### src/rtl/fetch_pkg.sv
// fetch_pkg: shared constants and decode helper for the fetch stage.
//   - default widths for PC/address and instruction
//   - opcode and condition-code encodings, instruction field positions
//   - decode_kind(): classifies a raw instruction for the next-PC mux
package fetch_pkg;

  localparam int ADDR_W_DEF  = 12;
  localparam int INSTR_W_DEF = 19;

  localparam logic [2:0] OP_BRANCH = 3'b101;
  localparam logic [4:0] OP_JMP    = 5'b11100;
  localparam logic [4:0] OP_JSB    = 5'b11101;
  localparam logic [4:0] OP_RET    = 5'b11110;

  localparam logic [1:0] COND_Z  = 2'b00;
  localparam logic [1:0] COND_NZ = 2'b01;
  localparam logic [1:0] COND_C  = 2'b10;
  localparam logic [1:0] COND_NC = 2'b11;

  // Field positions inside the instruction word
  localparam int OP_MSB   = 18;
  localparam int OP3_LSB  = 16;
  localparam int OP5_LSB  = 14;
  localparam int COND_MSB = 15;
  localparam int COND_LSB = 14;
  localparam int OFF_MSB  = 7;
  localparam int OFF_LSB  = 0;
  localparam int TGT_MSB  = 11;
  localparam int TGT_LSB  = 0;

  typedef enum logic [2:0] {
    KIND_SEQ,
    KIND_BRANCH,
    KIND_JMP,
    KIND_JSB,
    KIND_RET
  } kind_e;

  function automatic kind_e decode_kind(input logic [OP_MSB:OP5_LSB] op);
    kind_e k;
    k = KIND_SEQ;
    if (op[OP_MSB:OP3_LSB] == OP_BRANCH) k = KIND_BRANCH;
    else if (op == OP_JMP)               k = KIND_JMP;
    else if (op == OP_JSB)               k = KIND_JSB;
    else if (op == OP_RET)               k = KIND_RET;
    return k;
  endfunction

endpackage

### src/rtl/fetch_unit_return_stack.sv
// return_stack: DEPTH x W LIFO holding subroutine return addresses.
//   clock, reset : clock, async active-high reset (empties the stack)
//   push, din    : push din when not full (dropped when full)
//   pop          : drop the top entry when not empty
//   dout         : current top entry (meaningless while empty)
//   full, empty  : occupancy status
// push and pop are never asserted together by the fetch unit.
module return_stack #(
  parameter int DEPTH = 8,
  parameter int W     = 12
) (
  input  logic         clock,
  input  logic         reset,
  input  logic         push,
  input  logic         pop,
  input  logic [W-1:0] din,
  output logic [W-1:0] dout,
  output logic         full,
  output logic         empty
);

  localparam int PTR_W = $clog2(DEPTH);

  // count_q is one bit wider than an index so full and empty are distinct
  logic [PTR_W:0]   count_q, count_d;
  logic [W-1:0]     mem_q [DEPTH];
  logic [PTR_W-1:0] wr_idx;
  logic [PTR_W-1:0] top_idx;

  assign wr_idx  = count_q[PTR_W-1:0];
  assign top_idx = wr_idx - PTR_W'(1);
  assign full    = (count_q == (PTR_W+1)'(DEPTH));
  assign empty   = (count_q == '0);
  assign dout    = mem_q[top_idx];

  always_comb begin
    count_d = count_q;
    if (push && !full)      count_d = count_q + (PTR_W+1)'(1);
    else if (pop && !empty) count_d = count_q - (PTR_W+1)'(1);
  end

  always_ff @(posedge clock or posedge reset) begin
    if (reset) count_q <= '0;
    else       count_q <= count_d;
  end

  // Storage needs no reset: entries are only read below the pointer
  always_ff @(posedge clock) begin
    if (push && !full) mem_q[wr_idx] <= din;
  end

endmodule

### src/rtl/fetch_unit.sv
// fetch_unit: program counter, instruction register and local redirect
// resolution (branches, JMP, JSB, RET) with a return-address stack.
//   clock, reset          : clock, async active-high reset
//   stall                 : freeze PC, IR, stack and flags
//   instr_in              : instruction at pc_out (combinational memory read)
//   zero_flag, carry_flag : registered flags from execute
//   pc_out                : fetch address (pure register output)
//   ir_out, ir_pc         : latched instruction and its address
//   ir_valid              : ir_out holds a fetched instruction
//   stack_overflow        : sticky, JSB with a full stack
//   stack_underflow       : sticky, RET with an empty stack
// Handshake: ir_valid is the valid of the decode interface and stall is the
// inverse of its ready; an instruction advances only on an edge where
// ir_valid=1 and stall=0, and nothing changes on an edge with stall=1.
module fetch_unit
  import fetch_pkg::*;
#(
  parameter int ADDR_W      = ADDR_W_DEF,
  parameter int INSTR_W     = INSTR_W_DEF,
  parameter int STACK_DEPTH = 8
) (
  input  logic               clock,
  input  logic               reset,
  input  logic               stall,
  input  logic [INSTR_W-1:0] instr_in,
  input  logic               zero_flag,
  input  logic               carry_flag,
  output logic [ADDR_W-1:0]  pc_out,
  output logic [INSTR_W-1:0] ir_out,
  output logic               ir_valid,
  output logic [ADDR_W-1:0]  ir_pc,
  output logic               stack_overflow,
  output logic               stack_underflow
);

  logic [ADDR_W-1:0]  pc_q, pc_d;
  logic [INSTR_W-1:0] ir_q, ir_d;
  logic [ADDR_W-1:0]  ir_pc_q, ir_pc_d;
  logic               ir_valid_q, ir_valid_d;
  logic               ovf_q, ovf_d;
  logic               udf_q, udf_d;

  kind_e              kind;
  logic [1:0]         cond;
  logic               taken;
  logic [ADDR_W-1:0]  pc_inc;
  logic [ADDR_W-1:0]  off_sext;
  logic [ADDR_W-1:0]  target;
  logic               push, pop;
  logic [ADDR_W-1:0]  stack_top;
  logic               stack_full, stack_empty;
  logic               unused_bits;

  assign kind        = decode_kind(instr_in[OP_MSB:OP5_LSB]);
  assign cond        = instr_in[COND_MSB:COND_LSB];
  assign target      = instr_in[TGT_MSB:TGT_LSB];
  assign off_sext    = {{(ADDR_W-8){instr_in[OFF_MSB]}}, instr_in[OFF_MSB:OFF_LSB]};
  assign pc_inc      = pc_q + ADDR_W'(1);
  assign unused_bits = ^instr_in[13:12];

  always_comb begin
    taken = 1'b0;
    case (cond)
      COND_Z:  taken = zero_flag;
      COND_NZ: taken = !zero_flag;
      COND_C:  taken = carry_flag;
      COND_NC: taken = !carry_flag;
      default: taken = 1'b0;
    endcase
  end

  always_comb begin
    pc_d       = pc_inc;
    ir_d       = instr_in;
    ir_pc_d    = pc_q;
    ir_valid_d = 1'b1;
    ovf_d      = ovf_q;
    udf_d      = udf_q;
    push       = 1'b0;
    pop        = 1'b0;

    case (kind)
      KIND_BRANCH: if (taken) pc_d = pc_inc + off_sext;
      KIND_JMP:    pc_d = target;
      KIND_JSB: begin
        // The jump is taken even when the return address cannot be saved
        pc_d = target;
        if (stack_full) ovf_d = 1'b1;
        else            push  = 1'b1;
      end
      KIND_RET: begin
        // RET on an empty stack falls through like a NOP
        if (stack_empty) udf_d = 1'b1;
        else begin
          pc_d = stack_top;
          pop  = 1'b1;
        end
      end
      default: ;
    endcase

    if (stall) begin
      pc_d       = pc_q;
      ir_d       = ir_q;
      ir_pc_d    = ir_pc_q;
      ir_valid_d = ir_valid_q;
      ovf_d      = ovf_q;
      udf_d      = udf_q;
      push       = 1'b0;
      pop        = 1'b0;
    end
  end

  always_ff @(posedge clock or posedge reset) begin
    if (reset) begin
      pc_q       <= '0;
      ir_q       <= '0;
      ir_pc_q    <= '0;
      ir_valid_q <= 1'b0;
      ovf_q      <= 1'b0;
      udf_q      <= 1'b0;
    end else begin
      pc_q       <= pc_d;
      ir_q       <= ir_d;
      ir_pc_q    <= ir_pc_d;
      ir_valid_q <= ir_valid_d;
      ovf_q      <= ovf_d;
      udf_q      <= udf_d;
    end
  end

  return_stack #(
    .DEPTH (STACK_DEPTH),
    .W     (ADDR_W)
  ) u_stack (
    .clock (clock),
    .reset (reset),
    .push  (push),
    .pop   (pop),
    .din   (pc_inc),
    .dout  (stack_top),
    .full  (stack_full),
    .empty (stack_empty)
  );

  assign pc_out          = pc_q;
  assign ir_out          = ir_q;
  assign ir_pc           = ir_pc_q;
  assign ir_valid        = ir_valid_q;
  assign stack_overflow  = ovf_q;
  assign stack_underflow = udf_q;

endmodule

### config.mk
export PLATFORM = sky130hd
export DESIGN_NAME = fetch_unit
export DESIGN_NICKNAME = d
export VERILOG_FILES = /design/src/rtl/fetch_pkg.sv /design/src/rtl/fetch_unit_return_stack.sv /design/src/rtl/fetch_unit.sv
export SDC_FILE = /design/constraint.sdc
export NUM_CORES = 1
export LEC_CHECK = 0
export BUFFER_PORTS_ARGS = -buffer_cell sky130_fd_sc_hd__buf_2
export CORE_MARGIN = 10
export CORE_UTILIZATION = 59
export CTS_CLUSTER_DIAMETER = 40
export DETAILED_ROUTE_END_ITERATION = 7
export GPL_TIMING_DRIVEN = 1
export HOLD_SLACK_MARGIN = 0.03
export PLACE_DENSITY = 0.83
export SLEW_MARGIN = 20
export SYNTH_ARGS = -nofsm -noshare
export SYNTH_HDL_FRONTEND = slang
export SYNTH_HIERARCHICAL = 1
export SYNTH_SLANG_ARGS = --single-unit
### constraint.sdc
create_clock -name clock -period 4.5 [get_ports clock]
set_clock_uncertainty 0.2 [all_clocks]
set_input_delay 0.675 -clock clock [delete_from_list [all_inputs] [get_ports clock]]
set_output_delay 0.675 -clock clock [all_outputs]
set_load 0.01 [all_outputs]
==> results of run 1 <==
-- worst paths after layout --
| check | from | to | depth (start not counted) |
|---|---|---|---|
| min in group asynchronous | reset | u_stack/count_q[2] | 3 |
| max | pc_out[0] | pc_out[11] | 11 |
| max reg2reg | pc_out[0] | pc_out[11] | 11 |
| max in group asynchronous | reset | ir_out[4] | 3 |
| min | ir_valid | ir_valid | 1 |
| min reg2reg | ir_valid | ir_valid | 1 |
-- metal layers --
metal / up-vias / global-route usage (%) / part of all wire, %
li1: 1968 / - / -
met1: 2282 / 23.6 / 40
met2: 161 / 30.8 / 51
met3: 23 / 5.21 / 6.7
met4: 0 / 7.35 / 2.0
met5: - / 0 / 0
-- logic make-up (layout without fill, tap and decap cells) --
kind of cell / Yosys count / in the layout
simple gates: 80 / 80
buf+inv: 40 / 135
xor+xnor: 23 / 23
compound gates: 90 / 90
mux: 64 / 64
fa+ha+maj: 20 / 20
flops: 146 / 146
-- power breakdown --
group          internal, uW  total [uW]  switching, uW  leakage [uW]
Sequential             1680        1790            114       0.00145
Combinational           804        1810           1000       0.00137
Clock                   712        1280            569      0.000249
Total                  3200        4880           1690       0.00307
-- cells in the mapped netlist, drive strengths merged, types with 2 or more instances --
cell type	number
a211o	4
a21boi	2
a21o	5
a21oi	24
a221o	7
a221oi	9
a222oi	2
a31oi	4
and2	3
and3	4
buf	15
clkbuf	7
dfrtp	50
edfxtp	96
fa	2
ha	18
inv	17
mux2	37
mux2i	3
mux4	24
nand2	29
nand2b	4
nand3	9
nand4	2
nor2	16
nor3	5
o211ai	4
o21ai	16
o21bai	2
or4	2
xnor2	15
xor2	8
-- state kept, by name, summed over array words and instances (netlist names) --
register         count
ir_out              19
ir_pc               12
ir_valid             1
pc_out              12
stack_overflow       1
stack_underflow      1
u_stack/count_q      4
u_stack/mem_q       96
-- worst reg2reg max path: cells and delay by family, from the launching register on --
family                     cells  cell delay [ps]
adders and majority gates      2              660
DFF                            1              440
xor gates and xnor gates       1              670
muxes                          1              190
and+or+nand+nor                3              620
AOI/OAI and AO/OA              4              800
-- area by class of cell --
type,instances,area [um^2]
clock buffers,19,433
inverters,18,67.6
multi-input cells,277,2530
fillers,757,3510
clock inverters,13,103
well taps,143,179
repair buffers,85,468
flip-flops and latches,146,4130
-- per-stage QoR --
step	std cells	setup WS, ps	total power [uW]	util [%]	hold slack, ps
after CTS	701	819	4920	69.3	266
final	701	785	4880	69.3	266
after detailed placement	668	958	3620	64.5	248
after global routing	701	418	5120	69.3	281
after global placement	668	1200	3530	64.5	244
after floorplan	463	503	3120	-	241
-- repair_timing --
action                                 in CTS  in global routing
endpoints found under the hold margin       4                  0
resized for setup                           0                  0
hold buffers                                1                  0
==> flow_summary.ini, run 1 <==
[global_routing]
grt_pass1_wl_um = 24000
gr-usage-all-layers_pct = 18.9
gr-total-overflow = 0
grt_max_degree = 47
grt_pass1_vias = 4374
grt_antenna_before_repair = 0

[synthesis]
netlist-cell-type-count = 60
synth_nets = 507
async_reset_ff_share_pct = 34.2
synth_top_family_by_area = multiplexers
yosys.area.top_type = edfxtp_1
synthMuxAreaShare_pct = 15.0
synthesis.area_um2 = 6860
syn_inst = 463
yosys.area.top_type_share_pct = 42.0
synth_compound_area_share_pct = 9.25
synthFlopType = edfxtp_1
synth_edf_count = 96
ys_top_cells_by_area = edfxtp_1, dfrtp_1, mux2_2, mux4_2, ha_1
ys_warn_count = 6
yosys.area_share.simple_pct = 5.66
syn_area_per_cell_um2 = 14.8
synth_xor_area_share_pct = 3.05
yosys_register_bits = 146
synth-seq-area-share_pct = 60.3
synth-adder-area-share_pct = 3.87

[setup_path]
r2r_slack_ps = 790
end_kind = register
critPathBufInv = 0
critical_path.max_fanout = 11
cp_data_required_time_ps = 4590
arrival_ps = 3800
cp_slowest_stage_delay_ps = 670
startpoint_type = register
cp_top_family = compound AO/OA/AOI/OAI gates
critPathKind = register to register
cpMaxStageDelayCell = xnor2_1
path_cells = ha_1, and3_1, nand3_1, xnor2_1, ha_1, a21oi_1, o21ai_0, mux2i_1, nand3_1, a32oi_1, o211ai_1

[run]
cap_violations = 0

[route]
drt_first_pass_iters = 5
wl_per_cell_um = 21.8
viasPerCell = 6.33
via_count = 4434
drt_iter0_drc = 436
routed_wl_um = 15300
drc = 0
ant_nets = 0

[cts]
cts_buffer_depth = 2
cts_buffers = 17
cts-root-buf = clkbuf_16
cts.sinks = 146
clk_latency_ps = 430
cts_tree = built
postCtsSetupBuffers = 0
htree_levels = 4
clk_pin_slew_ps = 60

[finish]
design_area_um2 = 7910
antenna_cells = 0
final_cell_mix = edfxtp_1, buf_2, dfrtp_1
fin_nets = 589
drive_above_1_share_pct = 31.9
syn2layout_area_growth_pct = 15.4
layout_commonest_cell = edfxtp_1

[timing]
hold_viol_final = 0
period_needed_ps = 3710
max_freq_mhz = 269
timing.setup.tns_ps = 0
min_period_over_period_pct = 82.6
slew_violations = 0
setup_viol = 0
relSlewSlack_pct = 33.4
tightest_slew_ps = 992
rsz0062_at_grt = false

[placed_design]
place_congestion = 0.907
place_area_um2 = 7370
io_buffers = 69
hpwl_um = 10400

[power_and_ir_drop]
ir_worst_vdd_v = 0.000464
pwr_density_cell_nw_per_um2 = 617
leakage_uw = 0.00307

[floorplan]
core_um2 = 11400
num_io_pins = 70
start_util_pct = 60.1
fp.dieW_um = 128
design.die.area_um2 = 16300
rows = 39
die_h_um = 128

[outcome]
status = finished clean

[worst_hold_path]
hold_class = register to register
No activity file was read; power rests on OpenSTA's default activity.
==> inputs of run 2 (changes only) <==
--- a/config.mk
+++ b/config.mk
@@ -5,14 +5,15 @@
 export SDC_FILE = /design/constraint.sdc
 export NUM_CORES = 1
 export LEC_CHECK = 0
+export ABC_AREA = 1
 export BUFFER_PORTS_ARGS = -buffer_cell sky130_fd_sc_hd__buf_2
 export CORE_MARGIN = 10
-export CORE_UTILIZATION = 59
+export CORE_UTILIZATION = 54
 export CTS_CLUSTER_DIAMETER = 40
 export DETAILED_ROUTE_END_ITERATION = 7
 export GPL_TIMING_DRIVEN = 1
 export HOLD_SLACK_MARGIN = 0.03
-export PLACE_DENSITY = 0.83
+export PLACE_DENSITY = 0.8
 export SLEW_MARGIN = 20
 export SYNTH_ARGS = -nofsm -noshare
 export SYNTH_HDL_FRONTEND = slang
==> constraint.sdc (replaced) <==
create_clock -name clock -period 3.35 [get_ports clock]
set_clock_uncertainty 0.2 [all_clocks]
set_input_delay 0.5025 -clock clock [delete_from_list [all_inputs] [get_ports clock]]
set_output_delay 0.5025 -clock clock [all_outputs]
set_load 0.01 [all_outputs]
==> run 2 against run 1 <==
Compared with the run above:
- total power up 57%
- first-iteration DRC count is 31% higher
- register-to-register slack got worse by 570 ps
- area after synthesis grew 4.5%
- critical path depth rose by 3
- worst hold slack got worse by 190 ps
- sequential power up 32%
- routed wire length grew 21%
- cell area grew 6.6%
==> flow_summary.ini, run 2 <==
[timing]
timing.setup.tns_ps = 0
setup_viol = 0
relSlewSlack_pct = 35.2
period_needed_ps = 3140
slew_violations = 0
max_freq_mhz = 319
rsz0062_at_grt = false
min_period_over_period_pct = 93.6
hold_viol_final = 0
tightest_slew_ps = 971

[finish]
largest_reg_flops = 96
drive_above_1_share_pct = 21.6
final_cell_mix = nand2_1, nor2_1, edfxtp_1
top_register = u_stack/mem_q
fill_cells = 1056
syn2layout_area_growth_pct = 17.7
layout_commonest_cell = nand2_1
fin_util_pct = 64.2
fin_nets = 887
design_area_um2 = 8440
antenna_cells = 0

[synthesis]
syn_area_per_cell_um2 = 9.52
yosys.area.top_type_share_pct = 40.2
synth_nets = 797
ys_warn_count = 6
yosysMostFrequentCell = nand2_1
yosys.area.top_type = edfxtp_1
synthFlopType = edfxtp_1
synth-seq-area-share_pct = 57.7
yosys_register_bits = 146
synth_edf_count = 96
synth_common_cells = nand2_1, nor2_1, edfxtp_1
syn_inst = 753
netlist-cell-type-count = 43
async_reset_ff_share_pct = 34.2
ys_top_cells_by_area = edfxtp_1, dfrtp_1, nand2_1, nor2_1, o21ai_0
synthesis.area_um2 = 7170

[floorplan]
rows = 42
die_h_um = 135
start_util_pct = 54.6
design.die.area_um2 = 18300
fp.dieW_um = 135
core_um2 = 13100
num_io_pins = 70

[setup_path]
r2r_end = pc_out[6]
critical_path.max_fanout = 10
crit_end = pc_out[6]
cp_slowest_stage_delay_ps = 440
critPathBufInv = 3
end_kind = register
crit-reg2reg-launch = pc_out[1]
r2r_slack_ps = 210
worstSetupStartpoint = pc_out[1]
critPathKind = register to register
arrival_ps = 3210
startpoint_type = register
cp_data_required_time_ps = 3430
cp_top_family = compound AO/OA/AOI/OAI gates
ff2ff_path_depth = 14
path_cells = nand2_1, nor2_2, buf_4, xor2_1, inv_2, ha_1, a21oi_1, nand2_1, a21oi_1, inv_1, o21ai_0, nand3_1, nor2_1, a21oi_2
cp.depth = 14
cpMaxStageDelayCell = dfrtp_1

[placed_design]
place_area_um2 = 7820
io_buffers = 69
place_congestion = 0.932
hpwl_um = 12700

[route]
viasPerCell = 5.54
drc = 0
routed_wl_um = 18500
wl_per_cell_um = 18.0
drt_first_pass_iters = 6
via_count = 5713
ant_nets = 0
drt_iter0_drc = 569

[cts]
cts.sinks = 146
htree_levels = 4
cts_tree = built
cts-root-buf = clkbuf_16
cts_buffers = 17
clk_latency_ps = 430
cts_buffer_depth = 2
clk_pin_slew_ps = 60

[run]
cap_violations = 0

[global_routing]
grt_max_degree = 66
grt_antenna_before_repair = 1
gr-usage-all-layers_pct = 20.9
gr-total-overflow = 0
grt_pass1_vias = 5681
grt_pass1_wl_um = 29900

[power_and_ir_drop]
pwr_density_cell_nw_per_um2 = 909
finalPower_uw = 7670
ir_worst_vdd_v = 0.000502
leakage_uw = 0.00364

[outcome]
status = finished clean

[worst_hold_path]
hold_class = primary input to register
[run 2: changes by cell type after synthesis, moves of 8 or more]
cell,delta
a21oi_2,+13
mux4_2,-17
mux2_2,-37
inv_2,+9
inv_1,+34
o21ai_0,+62
nor2_1,+113
nand2_1,+137
xnor2_1,-13
buf_2,+8
nand3_1,+12
a221oi_1,-9
o21a_2,+8
[run 2: cell families after synthesis]
family	share of synthesized area, %
AND/OR/NAND/NOR	19.3
buffers and inverters	5.04
flip-flops	57.7
AO/OA/AOI/OAI	12.6
XOR/XNOR	1.68
adder cells (fa/ha/maj)	3.70
[run 2: worst register-to-register path: stages (launching register included)]
cell and delay, ps:
dfrtp_1 440, nand2_1 90, nor2_2 110, buf_4 160, xor2_1 280, inv_2 170, ha_1 390, a21oi_1 220
nand2_1 140, a21oi_1 170, inv_1 80, o21ai_0 210, nand3_1 120, nor2_1 150, a21oi_2 60
[run 2: metrics by stage]
stage / worst slack [ps] / std cells / hold WS [ps]
after floorplan: 484 / 753 / 68.6
after global placement: 348 / 999 / 205
after detailed placement: 199 / 999 / 209
after CTS: 158 / 1032 / 70.0
after global routing: 23.7 / 1032 / 89.7
final: 213 / 1032 / 74.1
[run 2: how the worst min path moves through the flow]
stage | startpoint | endpoint | cells after the start
2_1_floorplan | reset | u_stack/count_q[0] | 1
3_3_place_gp | reset | u_stack/count_q[3] | 2
3_5_place_dp | reset | u_stack/count_q[3] | 2
4_1_cts | instr_in[12] | ir_out[12] | 3
5_1_grt | instr_in[12] | ir_out[12] | 3
6_report | instr_in[12] | ir_out[12] | 3
[run 2: repair_timing]
item	in CTS	in global routing
setup buffers	0	0
setup endpoints to repair	0	4
gates resized for setup	0	6
hold endpoints to repair	4	0
hold buffers	1	0
[run 2: layout make-up]
cell class                      count  area [um^2]  share of cell area [%]
Clock inverter                     15          166                    1.97
Sequential cell                   146         4130                    49.0
Clock buffer                       17          425                    5.04
Timing Repair Buffer               99          573                    6.79
Multi-Input combinational cell    519         2690                    31.9
Inverter                           60          225                    2.67
Tap cell                          176          220                    2.61
[run 2: routing by layer]
layer | global-route usage (%) | wire [um]
met2 | 33.5 | 8620
met3 | 4.75 | 1400
met4 | 10.3 | 703
met1 | 26.3 | 7810
met5 | 0 | 8
[run 2: where the power goes]
group | total, uW | leakage (uW) | internal, uW | switching, uW
clock | 1900 | 0.000274 | 1160 | 737
combinational | 3410 | 0.00191 | 1190 | 2220
sequential | 2360 | 0.00146 | 2240 | 123
total | 7670 | 0.00364 | 4580 | 3080
